$ cat src/rtl/mc_ctrl_fsm.sv
// -----------------------------------------------------------------------------
// mc_ctrl_fsm
// Multi-cycle control unit for the MIPS-subset multicycle datapath. It decodes
// opcode/funct, steps each instruction through IF/ID/EX/MEM/WB and drives every
// datapath select.
//
// Build option: define MCCTRL_MEM_WAIT_EN to make IF, MR and MW wait for
// mem_ready, with a WAIT_MAX-cycle timeout that raises bus_err. With the macro
// undefined, memory is single-cycle, mem_ready is ignored and bus_err is 0.
//
// Ports
//   clk, rst_n   rising-edge clock, asynchronous active-low reset
//   opcode/funct IR[31:26] / IR[5:0]; read only in ID, RX and IX
//   zero         ALU zero flag, used only in BR
//   mem_ready    memory access done (used only with MCCTRL_MEM_WAIT_EN)
//   pc_write, i_or_d, mem_read, mem_write, ir_write, reg_dst, mem_to_reg,
//   reg_write, alu_src_a, alu_src_b, imm_zext, alu_ctrl, pc_source
//                datapath controls (encodings are listed at the localparams)
//   illegal      1-cycle pulse in ID for an unsupported opcode/funct
//   bus_err      1-cycle pulse after a memory wait timeout
//   state        current state code, for debug
// -----------------------------------------------------------------------------
module mc_ctrl_fsm #(
   parameter int WAIT_MAX = 16
) (
   input  logic       clk,
   input  logic       rst_n,
   input  logic [5:0] opcode,
   input  logic [5:0] funct,
   input  logic       zero,
   input  logic       mem_ready,
   output logic       pc_write,
   output logic       i_or_d,
   output logic       mem_read,
   output logic       mem_write,
   output logic       ir_write,
   output logic [1:0] reg_dst,
   output logic [1:0] mem_to_reg,
   output logic       reg_write,
   output logic       alu_src_a,
   output logic [1:0] alu_src_b,
   output logic       imm_zext,
   output logic [2:0] alu_ctrl,
   output logic [1:0] pc_source,
   output logic       illegal,
   output logic       bus_err,
   output logic [4:0] state
);

   typedef enum logic [4:0] {
      S_RST = 5'd0,  S_IF  = 5'd1,  S_ID  = 5'd2,  S_MA  = 5'd3,
      S_MR  = 5'd4,  S_MWB = 5'd5,  S_MW  = 5'd6,  S_RX  = 5'd7,
      S_RWB = 5'd8,  S_IX  = 5'd9,  S_IWB = 5'd10, S_BR  = 5'd11,
      S_J   = 5'd12, S_JR  = 5'd13, S_JAL = 5'd14, S_LUI = 5'd15
   } state_t;

   localparam logic [5:0] OP_RTYPE = 6'h00, OP_J    = 6'h02, OP_JAL  = 6'h03,
                          OP_BEQ   = 6'h04, OP_BNE  = 6'h05, OP_ADDI = 6'h08,
                          OP_SLTI  = 6'h0A, OP_ANDI = 6'h0C, OP_ORI  = 6'h0D,
                          OP_LUI   = 6'h0F, OP_LW   = 6'h23, OP_SW   = 6'h2B;

   localparam logic [5:0] F_JR  = 6'h08, F_ADD = 6'h20, F_SUB = 6'h22,
                          F_AND = 6'h24, F_OR  = 6'h25, F_NOR = 6'h27,
                          F_SLT = 6'h2A;

   localparam logic [2:0] ALU_AND = 3'b000, ALU_OR  = 3'b001, ALU_ADD = 3'b010,
                          ALU_SUB = 3'b110, ALU_SLT = 3'b111, ALU_NOR = 3'b100;

   state_t cur, nxt, id_nxt;
   logic   id_legal;
   logic   is_sw_q, is_bne_q;
   logic   fetch_ok;

   // Registered copies of the Moore outputs; they are loaded from the decode of
   // the next state so they change together with 'state'.
   logic       pc_write_q, i_or_d_q, mem_read_q, mem_write_q, ir_write_q;
   logic [1:0] reg_dst_q, mem_to_reg_q, alu_src_b_q, pc_source_q;
   logic       reg_write_q, alu_src_a_q, imm_zext_q;
   logic [2:0] alu_ctrl_q;

   logic       pc_write_d, i_or_d_d, mem_read_d, mem_write_d, ir_write_d;
   logic [1:0] reg_dst_d, mem_to_reg_d, alu_src_b_d, pc_source_d;
   logic       reg_write_d, alu_src_a_d, imm_zext_d;
   logic [2:0] alu_ctrl_d;

   function automatic logic [2:0] funct_alu(input logic [5:0] f);
      case (f)
         F_SUB:   return ALU_SUB;
         F_AND:   return ALU_AND;
         F_OR:    return ALU_OR;
         F_NOR:   return ALU_NOR;
         F_SLT:   return ALU_SLT;
         default: return ALU_ADD;
      endcase
   endfunction

   function automatic logic [2:0] imm_alu(input logic [5:0] op);
      case (op)
         OP_ANDI: return ALU_AND;
         OP_ORI:  return ALU_OR;
         OP_SLTI: return ALU_SLT;
         default: return ALU_ADD;
      endcase
   endfunction

   // ID dispatch and legality check
   always_comb begin
      id_nxt   = S_IF;
      id_legal = 1'b1;
      case (opcode)
         OP_RTYPE: begin
            case (funct)
               F_JR:                                 id_nxt = S_JR;
               F_ADD, F_SUB, F_AND, F_OR, F_NOR, F_SLT: id_nxt = S_RX;
               default:                              id_legal = 1'b0;
            endcase
         end
         OP_LW, OP_SW:                     id_nxt = S_MA;
         OP_BEQ, OP_BNE:                   id_nxt = S_BR;
         OP_J:                             id_nxt = S_J;
         OP_JAL:                           id_nxt = S_JAL;
         OP_ADDI, OP_ANDI, OP_ORI, OP_SLTI: id_nxt = S_IX;
         OP_LUI:                           id_nxt = S_LUI;
         default:                          id_legal = 1'b0;
      endcase
   end

`ifdef MCCTRL_MEM_WAIT_EN
   // mem_ready handshake: a memory state (IF, MR, MW) presents its strobes and
   // holds them every cycle until mem_ready=1; the access completes on that
   // cycle and the FSM advances on the following edge.
   logic [4:0] wait_cnt;
   logic       bus_err_q;
   logic       hold_state, stall, timeout;

   assign hold_state = (cur == S_IF) || (cur == S_MR) || (cur == S_MW);
   assign stall      = hold_state && !mem_ready;
   assign timeout    = stall && (wait_cnt == 5'(WAIT_MAX - 1));
   // PC/IR load only on the cycle the fetch completes
   assign fetch_ok   = (cur != S_IF) || mem_ready;
   assign bus_err    = bus_err_q;
`else
   logic unused_cfg;
   assign unused_cfg = mem_ready ^ (WAIT_MAX < 0);
   assign fetch_ok   = 1'b1;
   assign bus_err    = 1'b0;
`endif

   // Next-state logic
   always_comb begin
      case (cur)
         S_RST:   nxt = S_IF;
         S_IF:    nxt = S_ID;
         S_ID:    nxt = id_nxt;
         S_MA:    nxt = is_sw_q ? S_MW : S_MR;
         S_MR:    nxt = S_MWB;
         S_RX:    nxt = S_RWB;
         S_IX:    nxt = S_IWB;
         default: nxt = S_IF;
      endcase
`ifdef MCCTRL_MEM_WAIT_EN
      // timeout abandons the access; the skipped write-back states mean no
      // register update happens
      if (stall) nxt = timeout ? S_IF : cur;
`endif
   end

   // Output decode for the state about to be entered
   always_comb begin
      pc_write_d   = 1'b0;
      i_or_d_d     = 1'b0;
      mem_read_d   = 1'b0;
      mem_write_d  = 1'b0;
      ir_write_d   = 1'b0;
      reg_dst_d    = 2'b00;
      mem_to_reg_d = 2'b00;
      reg_write_d  = 1'b0;
      alu_src_a_d  = 1'b0;
      alu_src_b_d  = 2'b00;
      imm_zext_d   = 1'b0;
      alu_ctrl_d   = ALU_AND;
      pc_source_d  = 2'b00;
      case (nxt)
         S_IF: begin
            mem_read_d  = 1'b1;
            ir_write_d  = 1'b1;
            alu_src_b_d = 2'b01;
            alu_ctrl_d  = ALU_ADD;
            pc_write_d  = 1'b1;
         end
         S_ID: begin
            alu_src_b_d = 2'b11;
            alu_ctrl_d  = ALU_ADD;
         end
         S_MA: begin
            alu_src_a_d = 1'b1;
            alu_src_b_d = 2'b10;
            alu_ctrl_d  = ALU_ADD;
         end
         S_MR: begin
            i_or_d_d   = 1'b1;
            mem_read_d = 1'b1;
         end
         S_MWB: begin
            mem_to_reg_d = 2'b01;
            reg_write_d  = 1'b1;
         end
         S_MW: begin
            i_or_d_d    = 1'b1;
            mem_write_d = 1'b1;
         end
         // entered from ID, where IR is stable, so funct/opcode are valid here
         S_RX: begin
            alu_src_a_d = 1'b1;
            alu_ctrl_d  = funct_alu(funct);
         end
         S_RWB: begin
            reg_dst_d   = 2'b01;
            reg_write_d = 1'b1;
         end
         S_IX: begin
            alu_src_a_d = 1'b1;
            alu_src_b_d = 2'b10;
            imm_zext_d  = (opcode == OP_ANDI) || (opcode == OP_ORI);
            alu_ctrl_d  = imm_alu(opcode);
         end
         S_IWB: reg_write_d = 1'b1;
         // pc_write in BR comes from the live zero flag at the port
         S_BR: begin
            alu_src_a_d = 1'b1;
            alu_ctrl_d  = ALU_SUB;
            pc_source_d = 2'b01;
         end
         S_J: begin
            pc_source_d = 2'b10;
            pc_write_d  = 1'b1;
         end
         S_JR: begin
            pc_source_d = 2'b11;
            pc_write_d  = 1'b1;
         end
         S_JAL: begin
            reg_dst_d    = 2'b10;
            mem_to_reg_d = 2'b10;
            reg_write_d  = 1'b1;
            pc_source_d  = 2'b10;
            pc_write_d   = 1'b1;
         end
         S_LUI: begin
            mem_to_reg_d = 2'b11;
            reg_write_d  = 1'b1;
         end
         default: ;
      endcase
   end

   always_ff @(posedge clk or negedge rst_n) begin
      if (!rst_n) begin
         cur          <= S_RST;
         is_sw_q      <= 1'b0;
         is_bne_q     <= 1'b0;
         pc_write_q   <= 1'b0;
         i_or_d_q     <= 1'b0;
         mem_read_q   <= 1'b0;
         mem_write_q  <= 1'b0;
         ir_write_q   <= 1'b0;
         reg_dst_q    <= 2'b00;
         mem_to_reg_q <= 2'b00;
         reg_write_q  <= 1'b0;
         alu_src_a_q  <= 1'b0;
         alu_src_b_q  <= 2'b00;
         imm_zext_q   <= 1'b0;
         alu_ctrl_q   <= 3'b000;
         pc_source_q  <= 2'b00;
`ifdef MCCTRL_MEM_WAIT_EN
         wait_cnt     <= 5'd0;
         bus_err_q    <= 1'b0;
`endif
      end else begin
         cur          <= nxt;
         pc_write_q   <= pc_write_d;
         i_or_d_q     <= i_or_d_d;
         mem_read_q   <= mem_read_d;
         mem_write_q  <= mem_write_d;
         ir_write_q   <= ir_write_d;
         reg_dst_q    <= reg_dst_d;
         mem_to_reg_q <= mem_to_reg_d;
         reg_write_q  <= reg_write_d;
         alu_src_a_q  <= alu_src_a_d;
         alu_src_b_q  <= alu_src_b_d;
         imm_zext_q   <= imm_zext_d;
         alu_ctrl_q   <= alu_ctrl_d;
         pc_source_q  <= pc_source_d;
         // opcode is captured in ID so MA and BR never look at IR again
         if (cur == S_ID) begin
            is_sw_q  <= (opcode == OP_SW);
            is_bne_q <= (opcode == OP_BNE);
         end
`ifdef MCCTRL_MEM_WAIT_EN
         if ((nxt != cur) || timeout) wait_cnt <= 5'd0;
         else if (stall)              wait_cnt <= wait_cnt + 5'd1;
         bus_err_q <= timeout;
`endif
      end
   end

   assign pc_write   = (cur == S_BR) ? (is_bne_q ? ~zero : zero) : (pc_write_q & fetch_ok);
   assign ir_write   = ir_write_q & fetch_ok;
   assign i_or_d     = i_or_d_q;
   assign mem_read   = mem_read_q;
   assign mem_write  = mem_write_q;
   assign reg_dst    = reg_dst_q;
   assign mem_to_reg = mem_to_reg_q;
   assign reg_write  = reg_write_q;
   assign alu_src_a  = alu_src_a_q;
   assign alu_src_b  = alu_src_b_q;
   assign imm_zext   = imm_zext_q;
   assign alu_ctrl   = alu_ctrl_q;
   assign pc_source  = pc_source_q;
   assign illegal    = (cur == S_ID) && !id_legal;
   assign state      = cur;

endmodule

$ cat config.mk
export PLATFORM = sky130hd
export DESIGN_NAME = mc_ctrl_fsm
export DESIGN_NICKNAME = d
export VERILOG_FILES = /design/src/rtl/mc_ctrl_fsm.sv
export SDC_FILE = /design/constraint.sdc
export NUM_CORES = 1
export LEC_CHECK = 0
export BUFFER_PORTS_ARGS = -buffer_cell sky130_fd_sc_hd__buf_2
export CORE_MARGIN = 3
export CORE_UTILIZATION = 31
export CTS_BUF_LIST = sky130_fd_sc_hd__clkbuf_4
export CTS_CLUSTER_SIZE = 14
export DETAILED_ROUTE_END_ITERATION = 10
export SKIP_CTS_REPAIR_TIMING = 1
export SYNTH_ARGS = -nofsm -noshare
export SYNTH_HDL_FRONTEND = slang
export SYNTH_SLANG_ARGS = --single-unit
$ cat constraint.sdc
create_clock -name clk -period 2.01 [get_ports clk]
set_input_delay 0.402 -clock clk [delete_from_list [all_inputs] [get_ports clk]]
set_output_delay 0.402 -clock clk [all_outputs]
set_load 0.05 [all_outputs]
==> run summary, run 1 <==
I/O Buffers - 38
initial antenna violation count - 0
largest net degree at the start of global routing - 26
Inserted Clock Buffers - 3
placer congestion estimate - 0.8198
combinational share of power - 0.647
Reg2Reg Launch Point - state[2]
mux contribution to synthesized area - 0.007377
RSZ-0062 raised after global routing - yes
Worst EP arrival - 1660 ps
Yosys reg bits - 25
switch share - 0.4847
compound-cell area share of the yosys netlist - 0.2041
clk buf depth - 2
Tightest Pin Transition - 537.5 ps
Adder-Cell Fraction of Synth Area - 0
number of flip-flops in the largest register - 4
most frequent cell after synthesis - dfrtp_1
CTS Root Cell - clkbuf_4
Reg clk slew, reported paths - 140 ps
DP HPWL - 2873 um
max-slew violation count - 0
Mapped Cells - 175
first-pass GRT wire length - 6492 um
# DRC - 0
Initial Util - 0.3344
area grow syn2layout - 40.57%
largest family of logic cells by synthesized area - simple AND/OR/NAND/NOR gates
synth warn - 0
Total GRT Usage - 0.1326
vias in the first global route - 1394
share of cells above drive strength 1 - 0.4245
Synth Flop Type - dfrtp_1
Diodes inserted - 0
top post-synthesis cells by count - dfrtp_1 (25), nand2_1 (19), nor2_1 (17)
Post-DRT Antenna Nets - 0
Worst Setup Start Kind - input port
final worst-path cycle share - 1.027
critical path class - in2out
max_slew headroom - 0.6417
largest area contributor in the netlist - dfrtp_1
Peak VDD IR - 524.8 uV
f_max - 484.3 MHz
Iter 0 DRT Violations - 67
TritonRoute pass-1 iters - 4
PnR worst setup slack - -54.71 ps
I/O pin count - 42
max-cap viol count - 0
Post-Synth XOR/XNOR Area - 0.01721
largest cells by area after synthesis - dfrtp_1 (41%), nand2_1 (4.7%), nor2_1 (4.2%)
crit path max fanout - 2
Vias/cell - 4.803
Layout Nets - 262
worst setup path start - funct[4]
Clock power frac - 0.085
post-layout min period - 2065 ps
number of H-tree levels - 1
status - complete, but fails checks
Chip Width - 76.17 um
Die H - 76.17 um
EDFF count, synth - 0
Multi-input gate area - 840.8 um2
Static Leak - 0.0009897 uW
register area share after synthesis - 0.4098
synthesized area - 1526 um2
failing checks - setup timing
CTS tree - built
Yosys top cell area share - 0.4098
final hold slack - 40.14 ps
routed vias - 1489
Layout Skew - 12.37 ps
Seq pwr share - 0.268
average cell area after synthesis - 8.723 um2
WP data required - 1610 ps
internal power - 1374 uW
worst min path class - in2async
register area - 630.6 um2
Core Box Area - 4564 um2
post-synth cell types - 48
PD cells - 1242 nW/um2
Hold Violations, Final - 0
CTS Sinks - 25
endpoint class of the critical path - output pin
Finish-stage setup viols - 1
Die ar. - 5802 um2
Synth Area in Simple Gates - 0.2910
# fillers - 478
DR WL/cell - 11.99 um
Clock Latency Late Sink - 320 ps
Async S/R FF share, synth - 1.000
Cell Rows - 24
GRT Residual Overflow - 0
wirelength, routed - 3718 um
Psw - 1292 uW
PnR Total Power - 2666 uW
[final cells by class]
cell class / instances / share of cell area
Clock inverter: 1 / 0.003499
Clock buffer: 3 / 0.01050
Timing Repair Buffer: 78 / 0.2478
Multi-Input combinational cell: 131 / 0.3918
Sequential cell: 25 / 0.2939
Tap cell: 65 / 0.03790
Inverter: 7 / 0.01458
[worst max-delay path: stages]
cell and delay (ps):
buf_6 90, or4_4 520, a211o_1 270, a31oi_4 180, nor2_4 50, buf_8 140
[stage by stage]
| step | cells | setup slack (ps) | area (um2) | TNS [ps] | util |
|---|---|---|---|---|---|
| 6_report | 310 | -54.71 | 2146 | -54.71 | 0.4701 |
| 5_1_grt | 310 | -86.13 | 2146 | -99.80 | 0.4701 |
| 4_1_cts | 308 | -336.0 | 2072 | -401.5 | 0.4539 |
| 3_5_place_dp | 304 | -182.0 | 2042 | -1970 | 0.4474 |
| 3_3_place_gp | 304 | -175.1 | 2042 | -1813 | 0.4474 |
| 2_1_floorplan | 176 | 38.24 | 1545 | 0 | - |
[per-layer routing]
layer  GRT usage  part of all wire  vias up  routed length (um)
met4     0.03261            0.0056        0                  21
met2      0.2154              0.46       39                1713
met5           0                 0        -                   0
met1      0.1840              0.48      687                1793
met3     0.02246             0.051        2                 190
li1            -                 -      761                   -
[cells by family after synthesis]
| logic type | count (synthesis) |
|---|---|
| and+or+nand+nor | 82 |
| AOI/OAI and AO/OA | 43 |
| xor gates and xnor gates | 3 |
| other | 1 |
| DFF | 25 |
| muxes | 1 |
| buffers and inverters | 20 |
[power by group through the flow]
| stage | Sequential, uW | Combinational, uW | Clock, uW |
|---|---|---|---|
| after detailed placement | 717 | 1650 | 0 |
| after floorplan | 1070 | 727 | 0 |
| final | 713 | 1730 | 228 |
| after global placement | 714 | 1640 | 0 |
| after global routing | 731 | 1880 | 260 |
| after CTS | 705 | 1650 | 237 |
[final timing paths]
check	cells past startpoint	slack [ps]	to
max	6	-50	illegal
min	1	40	reg_dst[1]
max reg2reg	8	180	reg_write
min reg2reg	2	530	is_sw_q
max in group asynchronous	1	1580	state[0]
min in group clk	5	490	imm_zext
[layout by cell type (no fill, tap or decap), types with 3 or more instances in the layout]
| cell | Yosys | final |
|---|---|---|
| buf_6 | 1 | 3 |
| dfrtp_2 | 0 | 4 |
| buf_4 | 4 | 39 |
| clkbuf_4 | 0 | 3 |
| dfrtp_1 | 25 | 21 |
| nor2_1 | 17 | 15 |
| xnor2_1 | 3 | 3 |
| nand3b_1 | 4 | 4 |
| nand3_1 | 9 | 9 |
| a21oi_1 | 7 | 6 |
| buf_2 | 1 | 34 |
| inv_1 | 6 | 6 |
| nand2_1 | 19 | 19 |
| nand2b_1 | 8 | 7 |
| o21ai_0 | 9 | 7 |
| a31oi_1 | 4 | 4 |
| a21o_1 | 3 | 3 |
| nor2b_1 | 4 | 3 |
Note: power is estimated with default switching activity, not from simulation.
==> inputs of run 2 (changes only) <==
--- a/config.mk
+++ b/config.mk
@@ -5,12 +5,14 @@
 export SDC_FILE = /design/constraint.sdc
 export NUM_CORES = 1
 export LEC_CHECK = 0
+export ABC_AREA = 1
 export BUFFER_PORTS_ARGS = -buffer_cell sky130_fd_sc_hd__buf_2
 export CORE_MARGIN = 3
 export CORE_UTILIZATION = 31
 export CTS_BUF_LIST = sky130_fd_sc_hd__clkbuf_4
 export CTS_CLUSTER_SIZE = 14
 export DETAILED_ROUTE_END_ITERATION = 10
+export HOLD_SLACK_MARGIN = 0.08
 export SKIP_CTS_REPAIR_TIMING = 1
 export SYNTH_ARGS = -nofsm -noshare
 export SYNTH_HDL_FRONTEND = slang
==> run 2 against run 1 <==
The run still ends with setup timing left. Worst hold slack improved by 9.5 ps. Clock skew fell by 5.3 ps. Synthesized area down 6.5%. Sequential power about the same. Core utilization decreased by 6.4 points. Synthesized cell count rose by 5.1%. Register-to-register slack improved by 130 ps. Combinational power shrank 9%. Setup slack better by 53 ps. Sequential share of layout area grew 5.7 points.
==> run summary, run 2 <==
Worst EP arrival - 1610 ps (was 1660 ps)
Diodes inserted - 0 (unchanged)
RSZ-0062 raised after global routing - yes (unchanged)
number of H-tree levels - 1 (unchanged)
largest net degree at the start of global routing - 26 (unchanged)
Cell Rows - 24 (unchanged)
register area share after synthesis - 0.4382 (was 0.4098)
DP HPWL - 2444 um (was 2873 um)
CTS Root Cell - clkbuf_4 (unchanged)
max-cap viol count - 0 (unchanged)
Static Leak - 0.001064 uW (was 0.0009897 uW)
Die H - 73.86 um (was 76.17 um)
vias in the first global route - 1151 (was 1394)
share of cells above drive strength 1 - 0.3448 (was 0.4245)
status - complete, but fails checks (unchanged)
Peak VDD IR - 446.5 uV (was 524.8 uV)
Inserted Clock Buffers - 3 (unchanged)
Clock Latency Late Sink - 310 ps (was 320 ps)
endpoint class of the critical path - output pin (unchanged)
Total GRT Usage - 0.1163 (was 0.1326)
# fillers - 455 (was 478)
wirelength, routed - 3043 um (was 3718 um)
crit path max fanout - 4 (was 2)
Initial Util - 0.3234 (was 0.3344)
Layout Nets - 249 (was 262)
Yosys reg bits - 25 (unchanged)
DR WL/cell - 10.71 um (was 11.99 um)
Chip Width - 73.86 um (was 76.17 um)
I/O Buffers - 38 (unchanged)
CTS Sinks - 25 (unchanged)
initial antenna violation count - 0 (unchanged)
TritonRoute pass-1 iters - 4 (unchanged)
setup TNS - -1.565 ps (was -54.71 ps)
PD cells - 1400 nW/um2 (was 1242 nW/um2)
CTS tree - built (unchanged)
critical path class - reg2out (was in2out)
Worst Setup Start Kind - flop (was input port)
Finish-stage setup viols - 1 (unchanged)
Synth Flop Type - dfrtp_1 (unchanged)
WP data required - 1610 ps (about the same)
largest cells by area after synthesis - dfrtp_1 (44%), nand2_1 (10%), nand3_1 (8.8%) (was dfrtp_1 (41%), nand2_1 (4.7%), nor2_1 (4.2%))
first-pass GRT wire length - 5071 um (was 6492 um)
Yosys top cell area share - 0.4382 (was 0.4098)
final worst-path cycle share - 1.001 (was 1.027)
average cell area after synthesis - 7.759 um2 (was 8.723 um2)
Mapped Cells - 184 (was 175)
failing checks - setup timing (unchanged)
largest area contributor in the netlist - dfrtp_1 (unchanged)
Post-DRT Antenna Nets - 0 (unchanged)
final hold slack - 49.68 ps (was 40.14 ps)
commonest non-fill, non-tap cell in the layout - nand2_1 (was buf_4)
Iter 0 DRT Violations - 62 (was 67)
top post-synthesis cells by count - nand2_1 (38), inv_1 (30), dfrtp_1 (25), nand3_1 (25), nor2_1 (19) (was dfrtp_1 (25), nand2_1 (19), nor2_1 (17))
pre-CTS setup slack - 28.31 ps (was -182.0 ps)
max_slew headroom - 0.6418 (was 0.6417)
worst min path class - in2async (unchanged)
post-layout min period - 2012 ps (was 2065 ps)
number of flip-flops in the largest register - 4 (unchanged)
most frequent cell after synthesis - nand2_1 (was dfrtp_1)
Hold Violations, Final - 0 (unchanged)
area grow syn2layout - 25.59% (was 40.57%)
f_max - 497.1 MHz (was 484.3 MHz)
Tightest Pin Transition - 537.4 ps (was 537.5 ps)
Layout Skew - 7.074 ps (was 12.37 ps)
Reg clk slew, reported paths - 130 ps (was 140 ps)
clk buf depth - 2 (unchanged)
EDFF count, synth - 0 (unchanged)
max-slew violation count - 0 (unchanged)
most frequent cells in the layout - nand2_1 (38), buf_2 (37), inv_1 (28), nand3_1 (25), dfrtp_1 (22) (was buf_4 (39), buf_2 (34), dfrtp_1 (21), nand2_1 (19), nor2_1 (15))
Core Box Area - 4414 um2 (was 4564 um2)
routed vias - 1299 (was 1489)
PnR worst setup slack - -1.565 ps (was -54.71 ps)
Async S/R FF share, synth - 1.000 (unchanged)
synth warn - 0 (unchanged)
Vias/cell - 4.574 (was 4.803)
placer congestion estimate - 0.7453 (was 0.8198)
# DRC - 0 (unchanged)
post-synth cell types - 27 (was 48)
GRT Residual Overflow - 0 (unchanged)
synthesized area - 1428 um2 (was 1526 um2)
Die ar. - 5455 um2 (was 5802 um2)
I/O pin count - 42 (unchanged)
[run 2: cell count changes in the layout (fill, tap and decap cells not counted), sizes merged, moves of 8 or more]
cell	previous run	this run
inv	6	32
nand2b	8	0
nand2	19	46
nand3	9	26
buf	78	45
nor2	17	27
[run 2: worst max-delay path: stages, from the launching register on]
cell and delay (ps):
dfrtp_2 460, nor2_4 120, inv_2 50, nor3_4 140
inv_2 90, nor4b_4 230, buf_6 190
[run 2: per-stage QoR]
| stage | total power [uW] | instances | area, um2 | utilization |
|---|---|---|---|---|
| final | 2510 | 284 | 1793 | 0.4062 |
| after global routing | 2693 | 284 | 1793 | 0.4062 |
| after CTS | 2488 | 282 | 1762 | 0.3991 |
| after detailed placement | 2256 | 278 | 1732 | 0.3923 |
| after global placement | 2249 | 278 | 1732 | 0.3923 |
| after floorplan | 1916 | 185 | 1454 | - |
[run 2: worst paths after layout]
| kind | start | to | slack [ps] | cells after the start |
|---|---|---|---|---|
| max | state[3] | illegal | -2 | 6 |
| min | rst_n | reg_dst[0] | 50 | 1 |
| max reg2reg | state[3] | mem_read | 310 | 10 |
| min reg2reg | is_sw_q | is_sw_q | 500 | 2 |
| max in group asynchronous | rst_n | state[1] | 1580 | 1 |
| min in group clk | opcode[3] | is_sw_q | 410 | 3 |
[run 2: report_power, final]
group | internal [uW] | switching, uW | total, uW
clock network | 90.9 | 139 | 230
logic | 409 | 1160 | 1570
registers | 643 | 70.5 | 714
[run 2: per-layer routing]
layer | up-vias | GRT usage | share of wire
li1 | 679 | - | -
met1 | 583 | 0.1604 | 0.48
met2 | 35 | 0.1860 | 0.45
met3 | 2 | 0.01368 | 0.062
met4 | 0 | 0.04225 | 0.0079
met5 | - | 0 | 0
[run 2: cells by family after synthesis]
group,count (synthesis),share of synthesized area
simple gates,110,0.3865
buf+inv,34,0.09641
flops,25,0.4382
compound gates,13,0.07012
xor+xnor,1,0.006136
other cells,1,0.002627
[run 2: final cells by class]
type | instances | area, um2 | share of cell area
Sequential cell | 25 | 629.4 | 0.3510
Timing Repair Buffer | 45 | 249.0 | 0.1389
Multi-Input combinational cell | 126 | 696.9 | 0.3887
Clock buffer | 4 | 30.03 | 0.01675
Tap cell | 52 | 65.06 | 0.03629
Inverter | 32 | 122.6 | 0.06839
==> inputs of run 3 (changes only) <==
--- a/config.mk
+++ b/config.mk
@@ -9,7 +9,6 @@
 export BUFFER_PORTS_ARGS = -buffer_cell sky130_fd_sc_hd__buf_2
 export CORE_MARGIN = 3
 export CORE_UTILIZATION = 31
-export CTS_BUF_LIST = sky130_fd_sc_hd__clkbuf_4
 export CTS_CLUSTER_SIZE = 14
 export DETAILED_ROUTE_END_ITERATION = 10
 export HOLD_SLACK_MARGIN = 0.08
==> run 3 against run 2 <==
The flow now finishes without violations. Setup slack improved by 74 ps. Register-to-register slack better by 20 ps. Fmax is 3.8% higher. First-iteration DRC count decreased by 29%. Clock power grew 27%. Critical path depth unchanged. Global-route usage is 0.20 points higher. Flip-flop and latch count unchanged.
==> run summary, run 3 (synthesis results as in run 2) <==
status - finished clean (was complete, but fails checks)
I/O Buffers - 38 (unchanged)
Cell Rows - 24 (unchanged)
max-slew violation count - 0 (unchanged)
routed vias - 1298 (was 1299)
commonest non-fill, non-tap cell in the layout - nand2_1 (unchanged)
vias in the first global route - 1142 (was 1151)
endpoint class of the critical path - output pin (unchanged)
number of flip-flops in the largest register - 4 (unchanged)
Clock Latency Late Sink - 270 ps (was 310 ps)
TritonRoute pass-1 iters - 4 (unchanged)
Inserted Clock Buffers - 3 (unchanged)
Die ar. - 5455 um2 (unchanged)
f_max - 516.1 MHz (was 497.1 MHz)
Peak VDD IR - 450.9 uV (was 446.5 uV)
Layout Skew - 3.435 ps (was 7.074 ps)
Chip Width - 73.86 um (unchanged)
Diodes inserted - 0 (unchanged)
Slowest cell on crit path - dfrtp_2 (unchanged)
number of H-tree levels - 1 (unchanged)
Seq pwr share - 0.278 (was 0.284)
Clock power frac - 0.114 (was 0.092)
Worst Setup Start Kind - flop (unchanged)
combinational share of power - 0.608 (was 0.624)
Layout Nets - 249 (unchanged)
DP HPWL - 2444 um (unchanged)
I/O pin count - 42 (unchanged)
max_slew headroom - 0.6436 (was 0.6418)
CP cell instances - nor2_4 > inv_2 > nor3_4 > inv_2 > nor4b_4 > buf_6 (unchanged)
GRT Residual Overflow - 0 (unchanged)
CP delay by family, top - simple AND/OR/NAND/NOR gates (unchanged)
area grow syn2layout - 26.64% (was 25.59%)
Vias/cell - 4.570 (was 4.574)
Final Instance Area - 1808 um2 (was 1793 um2)
RSZ-0062 raised after global routing - yes (unchanged)
slowest stage delay, CP - 450 ps (was 460 ps)
Hold Violations, Final - 0 (unchanged)
switch share - 0.5353 (was 0.5447)
Core Box Area - 4414 um2 (unchanged)
CTS Root Cell - clkbuf_8 (was clkbuf_4)
final std cells w/o fill - 284 (unchanged)
Reg clk slew, reported paths - 80 ps (was 130 ps)
Psw - 1376 uW (was 1367 uW)
clk buf depth - 2 (unchanged)
Tightest Pin Transition - 534.6 ps (was 537.4 ps)
Finish-stage setup viols - 0 (was 1)
crit path max fanout - 4 (unchanged)
Post-DRT Antenna Nets - 0 (unchanged)
worst min path class - in2async (unchanged)
DP Cell Count - 278 (unchanged)
CTS Sinks - 25 (unchanged)
most frequent cells in the layout - nand2_1 (38), buf_2 (37), inv_1 (28), nand3_1 (25), dfrtp_1 (22) (unchanged)
Levels on crit path - 6 (unchanged)
initial antenna violation count - 0 (unchanged)
WP buf/inv - 3 (unchanged)
WP data required - 1610 ps (about the same)
Worst R2R Path Depth - 9 (was 10)
Iter 0 DRT Violations - 44 (was 62)
post-layout min period - 1937 ps (was 2012 ps)
Worst EP arrival - 1540 ps (was 1610 ps)
internal power - 1194 uW (was 1143 uW)
final worst-path cycle share - 0.9639 (was 1.001)
PD cells - 1422 nW/um2 (was 1400 nW/um2)
placer congestion estimate - 0.7453 (unchanged)
largest net degree at the start of global routing - 26 (unchanged)
Static Leak - 0.001069 uW (was 0.001064 uW)
worst setup path start - state[3] (unchanged)
Reg2Reg Launch Point - state[0] (was state[3])
# DRC - 0 (unchanged)
Die H - 73.86 um (unchanged)
share of cells above drive strength 1 - 0.3405 (was 0.3448)
Initial Util - 0.3234 (unchanged)
critical path class - reg2out (unchanged)
CTS tree - built (unchanged)
max-cap viol count - 0 (unchanged)
DR WL/cell - 10.64 um (was 10.71 um)
placed instance area - 1732 um2 (unchanged)
Total GRT Usage - 0.1183 (was 0.1163)
first-pass GRT wire length - 5106 um (was 5071 um)
wirelength, routed - 3021 um (was 3043 um)
CP most frequent cell - inv_2 (unchanged)
-- run 3: cell types whose count changed in the layout (fill, tap and decap cells not counted) --
cell      change
clkbuf_1      +1
clkbuf_4      -4
clkbuf_8      +3
-- run 3: area by class of cell --
class                      instances  area, um2
tap                               52      65.06
clock buffer                       4      45.04
fill                             460       2606
inverter                          32      122.6
multi-input combinational        126      696.9
timing repair buffer              45      249.0
sequential                        25      629.4
-- run 3: final timing paths --
check	endpoint	slack [ps]
worst max-delay path	illegal	70
worst min register to register	is_sw_q	490
max in group asynchronous	state[1]	1520
min in group clk	is_sw_q	460
worst min-delay path	reg_dst[0]	100
worst max register to register	mem_read	330
-- run 3: per-stage QoR --
stage	util	total power (uW)	hold WS, ps	TNS (ps)	setup slack, ps
after floorplan	-	1916	106.4	-234.3	-234.3
after detailed placement	0.3923	2256	418.3	0	28.31
after global placement	0.3923	2249	413.1	0	44.78
after global routing	0.4096	2760	144.7	-35.58	-35.58
after CTS	0.4025	2552	124.5	-108.9	-108.9
final	0.4096	2571	104.5	0	72.57
-- run 3: worst reg2reg max path, cell delays in order, from the launching register on --
cell     delay (ps)
dfrtp_1         450
nand2_1         130
inv_1            60
nand2_1          90
nand2_1         110
nor3_2          260
nor2_4           90
nor2_4          170
nand3_1         130
o21ai_0         110
-- run 3: power by group through the flow --
stage	Clock (uW)	Combinational (uW)	Sequential, uW
final	293	1560	714
after CTS	303	1540	711
after detailed placement	0	1530	721
after global routing	323	1710	731
after floorplan	0	787	1130
after global placement	0	1520	725
-- run 3: routing by layer --
layer,up-vias,wire length (um),GRT usage
met5,-,0,0
met4,0,18,0.04829
met3,2,183,0.01778
met2,37,1359,0.1821
met1,580,1459,0.1646
li1,679,-,-
